--- src/rtl/fwd_hazard_scoreboard.sv ---
// EX-stage operand forwarding, ID-stage load-use detection, and a scoreboard for
// outstanding multi-cycle writes, all combined into one pipeline stall request.
module fwd_hazard_scoreboard #(
   parameter int ADDR_W  = 5,
   parameter int NUM_SRC = 2,
   parameter int MAX_OUT = 4,
   parameter int CNT_W   = 16
) (
   input  logic                      clk_i,
   input  logic                      rst_i,
   input  logic [NUM_SRC*ADDR_W-1:0] ex_src_addr_i,
   input  logic                      ex_mem_regwrite_i,
   input  logic [ADDR_W-1:0]         ex_mem_rd_i,
   input  logic                      mem_wb_regwrite_i,
   input  logic [ADDR_W-1:0]         mem_wb_rd_i,
   output logic [NUM_SRC*2-1:0]      fwd_sel_o,
   input  logic [NUM_SRC*ADDR_W-1:0] id_src_addr_i,
   input  logic [NUM_SRC-1:0]        id_src_valid_i,
   input  logic                      id_ex_memread_i,
   input  logic [ADDR_W-1:0]         id_ex_rd_i,
   input  logic                      id_mc_req_i,
   input  logic                      mc_issue_i,
   input  logic [ADDR_W-1:0]         mc_issue_rd_i,
   input  logic                      mc_done_i,
   input  logic [ADDR_W-1:0]         mc_done_rd_i,
   output logic                      stall_o,
   output logic                      mc_full_o,
   output logic                      sb_err_o,
   output logic [CNT_W-1:0]          stall_cnt_o
);

   localparam int NREG = 1 << ADDR_W;
   localparam int CW   = $clog2(MAX_OUT + 1);
   localparam logic [CW-1:0] MaxOut = CW'(MAX_OUT);

   logic [NREG-1:0]    pend;
   logic [NREG-1:0]    pendNext;
   logic [CW-1:0]      count;
   logic [CW-1:0]      countNext;
   logic               sbErr;
   logic [CNT_W-1:0]   stallCnt;

   logic               mcFull;
   logic               issueAcc;
   logic               issueWaw;
   logic               issueInc;
   logic               doneValid;
   logic               errEvent;
   logic               loadUse;
   logic               sbHit;
   logic               mcStall;
   logic [NUM_SRC-1:0] luVec;
   logic [NUM_SRC-1:0] hitVec;

   // Per-operand forwarding select and ID-stage hazard terms.
   for (genvar s = 0; s < NUM_SRC; s++) begin : gSrc
      logic [ADDR_W-1:0] exSrc;
      logic [ADDR_W-1:0] idSrc;
      logic              exHit;
      logic              wbHit;
      assign exSrc = ex_src_addr_i[s*ADDR_W +: ADDR_W];
      assign idSrc = id_src_addr_i[s*ADDR_W +: ADDR_W];
      assign exHit = ex_mem_regwrite_i && (ex_mem_rd_i != '0) && (ex_mem_rd_i == exSrc);
      assign wbHit = mem_wb_regwrite_i && (mem_wb_rd_i != '0) && (mem_wb_rd_i == exSrc);
      assign fwd_sel_o[s*2 +: 2] = exHit ? 2'b10 : (wbHit ? 2'b01 : 2'b00);
      assign luVec[s]  = id_src_valid_i[s] && (idSrc == id_ex_rd_i);
      assign hitVec[s] = id_src_valid_i[s] && pend[idSrc];
   end

   assign mcFull   = (count == MaxOut);
   assign issueAcc = mc_issue_i && !mcFull;

   // A same-cycle done of the same register frees the slot, so that is a clean reissue.
   assign issueWaw = issueAcc && (mc_issue_rd_i != '0) && pend[mc_issue_rd_i]
                     && !(doneValid && (mc_done_rd_i == mc_issue_rd_i));
   assign issueInc = issueAcc && !issueWaw;

   assign doneValid = mc_done_i && ((mc_done_rd_i != '0) ? pend[mc_done_rd_i] : (count != '0));
   assign errEvent  = (mc_issue_i && mcFull) || issueWaw || (mc_done_i && !doneValid);

   always_comb begin
      pendNext = pend;
      if (doneValid && (mc_done_rd_i != '0)) begin
         pendNext[mc_done_rd_i] = 1'b0;
      end
      if (issueAcc && (mc_issue_rd_i != '0)) begin
         pendNext[mc_issue_rd_i] = 1'b1;
      end
   end

   always_comb begin
      countNext = count;
      if (issueInc && !doneValid) begin
         countNext = count + CW'(1);
      end else if (!issueInc && doneValid) begin
         countNext = count - CW'(1);
      end
   end

   assign loadUse = id_ex_memread_i && (id_ex_rd_i != '0) && (|luVec);
   assign sbHit   = |hitVec;
   assign mcStall = id_mc_req_i && mcFull;
   assign stall_o = loadUse || sbHit || mcStall;

   // Scoreboard state, sticky error and saturating stall counter.
   always_ff @(posedge clk_i or posedge rst_i) begin
      if (rst_i) begin
         pend     <= '0;
         count    <= '0;
         sbErr    <= 1'b0;
         stallCnt <= '0;
      end else begin
         pend  <= pendNext;
         count <= countNext;
         if (errEvent) begin
            sbErr <= 1'b1;
         end
         if (stall_o && (stallCnt != '1)) begin
            stallCnt <= stallCnt + CNT_W'(1);
         end
      end
   end

   assign mc_full_o   = mcFull;
   assign sb_err_o    = sbErr;
   assign stall_cnt_o = stallCnt;

endmodule

--- config.mk ---
export PLATFORM = sky130hd
export DESIGN_NAME = fwd_hazard_scoreboard
export DESIGN_NICKNAME = d
export VERILOG_FILES = /design/src/rtl/fwd_hazard_scoreboard.sv
export SDC_FILE = /design/constraint.sdc
export NUM_CORES = 1
export LEC_CHECK = 0
export ABC_AREA = 1
export CORE_MARGIN = 3
export CORE_UTILIZATION = 59
export DETAILED_ROUTE_END_ITERATION = 8
export PLACE_DENSITY = 0.95
export REMOVE_ABC_BUFFERS = 1
export SLEW_MARGIN = 20
export SYNTH_ARGS = -nofsm -noshare
export SYNTH_HDL_FRONTEND = slang
export SYNTH_SLANG_ARGS = --single-unit
--- constraint.sdc ---
create_clock -name clk_i -period 6.25 [get_ports clk_i]
set_clock_uncertainty 0.15 [all_clocks]
set_input_delay 1.25 -clock clk_i [delete_from_list [all_inputs] [get_ports clk_i]]
set_output_delay 1.25 -clock clk_i [all_outputs]
set_load 0.03 [all_outputs]
# Yosys cells after proc, flatten, opt, wreduce, memory -nomap -nowiden
# Index checks and enable logic that the tools add are counted.
[op_classes]
n_mul = 0
n_mux = 21
n_bitwise = 3
n_shift = 0
n_div = 0
magnitude_cmp = 6
n_addsub = 3
eq_ne = 9
n_reduce_logical = 46
[op_table]
columns = ["cell", "n"]
rows = [
  ["two-way mux 32 bit", 2],
  ["equality test 5 bit", 7],
  ["AND 32 bit", 1],
  ["NOT 32 bit", 1],
  ["bitwise OR 32 bit", 1],
  ["logical AND 1 bit", 28],
  ["nonzero test 5 bit", 5],
  ["< comparator 5 x 6 -> 1 bit (second input constant)", 4],
  ["binary-select mux 1 bit (select 5 bit)", 4],
  ["adder 16 x 1 -> 16 bit (second input constant)", 1],
  ["!= test 16 bit (second input constant)", 1],
  ["demux 1 bit (select 5 bit)", 2],
  [">= comparator 5 x 1 -> 1 bit (second input constant)", 2],
  ["two-way mux 1 bit", 9],
  ["two-way mux 3 bit", 2],
  ["zero test 1 bit", 5],
  ["logical OR 1 bit", 4],
  ["two-way mux 2 bit", 2],
  ["OR reduction 2 bit", 2],
  ["adder 3 x 1 -> 3 bit (second input constant)", 1],
  ["equality test 3 bit (second input constant)", 1],
  ["nonzero test 3 bit", 1],
  ["subtractor 3 x 1 -> 3 bit (second input constant)", 1],
  ["nonzero test 2 bit", 1],
]
[word_totals]
latchBits = 0
register_bits = 52
in_bits = 55
rom_bits = 0
ramBits = 0
mem_count = 0
elab_cells = 92
out_inout_bits = 23

# Depth between registers and ports, before layout
[depth]
word_depth = 13
depth_mapped = 18
depth_no_buf = 17

# Least setup slack after synthesis
# OpenSTA, ideal clock, no wires.
[synth_timing]
path_kind = "input -> output"
from = "input ex_mem_rd_i[0]"
to = "output fwd_sel_o[0]"
t_arrival_ns = 2.596
path_slack_ns = 2.254
required_ns = 4.850
cell_stages = 4
path_cell_list = "or2_2 -> o41ai_1 -> nor4_1 -> nor3_1"
[synth_via]
elab_chain_cells = 4
word_cells_on_any_way = 5
classes_between = "1 x eq/ne; 1 x mux; 3 x reduce/logical"
[synth_lines]
columns = ["element", "line_no", "source"]
rows = [
  ["from (decl)", "13", "input logic [ADDR_W-1:0] ex_mem_rd_i,"],
  ["nonzero test 5 bit", "63", "assign exHit = ex_mem_regwrite_i && (ex_mem_rd_i != '0) && (ex_mem_rd_i == exSrc);"],
  ["logical AND 1 bit", "63", ""],
  ["logical AND 1 bit *", "63", ""],
  ["via gSrc[0].exHit", "59", "logic exHit;"],
  ["two-way mux 2 bit *", "65", "assign fwd_sel_o[s*2 +: 2] = exHit ? 2'b10 : (wbHit ? 2'b01 : 2'b00);"],
  ["to (decl)", "16", "output logic [NUM_SRC*2-1:0] fwd_sel_o,"],
]
# The timed path passes the listed nets; every way through them passes the cells marked *.

# Worst setup path after layout
[layout_timing]
from = "input id_src_addr_i[5]"
to = "output stall_o"
[layout_via]
elab_chain_cells = 6
word_cells_on_any_way = 10
classes_between = "1 x eq/ne; 2 x mux; 7 x reduce/logical"
[layout_lines]
columns = ["element", "line_no", "source"]
rows = [
  ["from (decl)", "17", "input logic [NUM_SRC*ADDR_W-1:0] id_src_addr_i,"],
  ["binary-select mux 1 bit (select 5 bit) / equality test 5 bit (equally long branches)", "67, 66", ""],
  ["two-way mux 1 bit (implied by the code) / logical AND 1 bit (equally long branches)", "67, 66", ""],
  ["logical AND 1 bit / OR reduction 2 bit (equally long branches)", "67, 100", ""],
  ["OR reduction 2 bit / logical AND 1 bit (equally long branches)", "101, 100", ""],
  ["logical OR 1 bit * (2 in series)", "103", "assign stall_o = loadUse || sbHit || mcStall;"],
  ["to (decl)", "26", "output logic stall_o,"],
]
# Mark *: on every way between the ends. The rest lies on a longest branch, timed or not. The select of a mux whose other input is x is not followed.

==> results by group <==
Clocking
  – Clock transition at the registers of the reported paths: 100 ps
  – Post-CTS sizing: 0
  – CTS Hold Buffers Added: 0
  – Worst skew pair latency: 320 ps
  – CTS H-tree lvls: 2
  – Post-CTS Setup Repair Bufs: 0
  – Root buf cell: clkbuf_8
  – Clk sinks: 52
  – CTS tree: yes
  – Inserted Clock Buffers: 5
  – CTS max path bufs: 2

Critical path
  – Crit path depth: 11
  – Crit end category: output pin
  – R2R Setup Slk: 2780 ps
  – Critical path class: primary input to output pin
  – Data required time of the critical path: 4850 ps
  – Worst R2R Path Depth: 12
  – CP bufs+invs: 3
  – Startpoint Class: primary input
  – Max FO, Critical Path: 19
  – Kind of cell adding the most delay to the critical path: buffers and inverters
  – Critical Path Max Stage Delay: 890 ps
  – Crit path top cell by count: nand3_1
  – Critical Path AT: 3950 ps
  – Worst path cell trace: clkdlybuf4s50_1, inv_2, nand2_1, nand3_1, nand3_1, nand2_1, nand2_1, nand3_1, nand3_1, nand3_4, clkdlybuf4s50_1
  – CP max-delay cell: clkdlybuf4s50_1

STA
  – Post-route minimum period: 5350 ps
  – Max frequency: 0.187 GHz
  – Fin Setup TNS: 0 ps
  – Rel. slew slack: 0.291
  – Final WS setup: 899 ps
  – Final worst path period share: 0.856
  – RSZ-0062 raised after global routing: false
  – Final Setup Violations: 0
  – Slew Limit Fails: 0
  – Final Hold Vio Count: 0
  – Tightest Pin Transition: 1060 ps

Global route
  – Gr usage total: 0.328
  – Largest net degree at the start of global routing: 53
  – Vias in the first global route: 5159
  – First-pass GRT wire length: 24100 um
  – Gr ovfl total: 0
  – Initial antenna violation count: 0

Detailed routing
  – Routed Antenna Nets: 0
  – Routed length per instance: 16.2 um
  – Drt total wl: 15000 um
  – Vias after detailed routing: 5617
  – Drt first pass iters: 5
  – DRC Markers: 0
  – DRT iter0 DRCs: 577
  – Vias per cell: 6.06

Synth
  – Synth warn: 0
  – Post-Syn Instances: 764
  – Synth async-reset ratio: 1.00
  – #FFs+latches synth: 52
  – Cell taking the most area after synthesis: dfrtp_1
  – Yosys cell types: 39
  – Synth top area share: 0.270
  – Synthesized cell area: 0.00481 mm^2
  – Post-synth EDFFs: 0
  – Synthesized area per cell: 6.30 um^2
  – Post-synth top flop: dfrtp_1
  – Area contributors post-synth: dfrtp_1, nand2_1, nand3_1
  – Register area share after synthesis: 0.270

Floorplanning
  – Initial Utilization: 0.617
  – Die W: 96.3 um
  – Die area: 0.00928 mm^2
  – Chip Height: 96.3 um
  – IO Pins: 78
  – Core area: 0.00781 mm^2
  – Cell Rows: 32

Finish
  – Area of the multi-input gates: 0.00306 mm^2
  – Most frequent cells in the layout: nand2_1, nand3_1, clkdlybuf4s50_1
  – Ant. Diodes: 0
  – Most common cell after layout, fill and taps aside: nand2_1
  – FF/Latch Area: 0.00130 mm^2
  – Fin nets: 882
  – # fillers: 629
  – Syn-to-layout area delta: 17.7%
  – Layout cells sized above 1: 0.0545

Pwr
  – P per Cell Area: 301 mW/mm^2
  – LEAKAGE: 2.69 nW
  – Total power draw: 1.70 mW
  – Worst vdd ir: 0.264 mV

Place
  – Place WS: 953 ps
  – Port Buffer Count: 77
  – Routability-driven placement congestion ratio: 1.02
  – HPWL after DPL: 10800 um

Worst hold path
  – Worst hold path depth: 0
  – Hold Path Class: flip-flop to flip-flop

Status
  – Status: finished, final reports clean

Flow run
  – Maxcap violations: 0
==> cells by family (layout without fill, tap and decap cells) <==
logic type | after synthesis | in the layout | synth area share
AOI/OAI and AO/OA | 79 | 79 | 0.102
muxes | 1 | 1 | 0.00234
buffers and inverters | 97 | 158 | 0.0946
xor gates and xnor gates | 39 | 39 | 0.0710
and+or+nand+nor | 493 | 493 | 0.450
adders and majority gates | 3 | 3 | 0.00936
DFF | 52 | 52 | 0.270
==> Yosys cell counts, types with 7 or more instances <==
cell / instances
nand4_1: 7
o21ai_0: 9
buf_4: 11
nor4_1: 7
nand3_1: 117
buf_2: 12
a22oi_1: 16
nor3_1: 17
dfrtp_1: 52
nor2_1: 45
inv_1: 58
xnor2_1: 15
inv_2: 8
a21oi_1: 25
nand2_1: 280
xor2_1: 24
o22ai_1: 7
==> final timing paths <==
path | startpoint | to
setup reg to reg | count[2] | count[1]
min in group asynchronous | rst_i | pend[2]
max in group asynchronous | rst_i | pend[24]
hold / removal | pend[0] | pend[0]
hold reg to reg | pend[0] | pend[0]
setup / recovery | id_src_addr_i[5] | stall_o
==> per-stage QoR <==
| step | util | instances | instance area (um^2) | hold WS, ps |
|---|---|---|---|---|
| final | 0.726 | 927 | 5670 | 382 |
| after global routing | 0.726 | 927 | 5670 | 397 |
| after CTS | 0.726 | 927 | 5670 | 358 |
| after detailed placement | 0.711 | 919 | 5550 | 333 |
| after global placement | 0.711 | 919 | 5550 | 339 |
| after floorplan | - | 735 | 4620 | 264 |
==> sequential cells by signal, summed over array words and instances (netlist names) <==
signal       cells
count            3
sb_err_o         1
stall_cnt_o     16
pend            32
==> routing by layer <==
layer  wire (um)  up-vias  global-route usage  part of all wire
met4         586        0               0.157             0.039
met3        1980       78              0.0719              0.13
met5           0        -                   0                 0
met2        6570      424               0.519              0.44
met1        5860     2495               0.425              0.39
li1            -     2620                   -                 -
==> power by group <==
| group | internal [mW] | switching, mW | total [mW] |
|---|---|---|---|
| Sequential | 0.459 | 0.225 | 0.684 |
| Clock | 0.121 | 0.113 | 0.235 |
| Combinational | 0.324 | 0.461 | 0.785 |
==> final cells by class <==
cell class / count / area share
clock buffer: 6 / 0.0128
tap: 102 / 0.0225
inverter: 68 / 0.0461
sequential: 52 / 0.230
timing repair buffer: 82 / 0.143
multi-input combinational: 615 / 0.539
clock inverter: 2 / 0.00684
(Power assumes the default switching activity.)
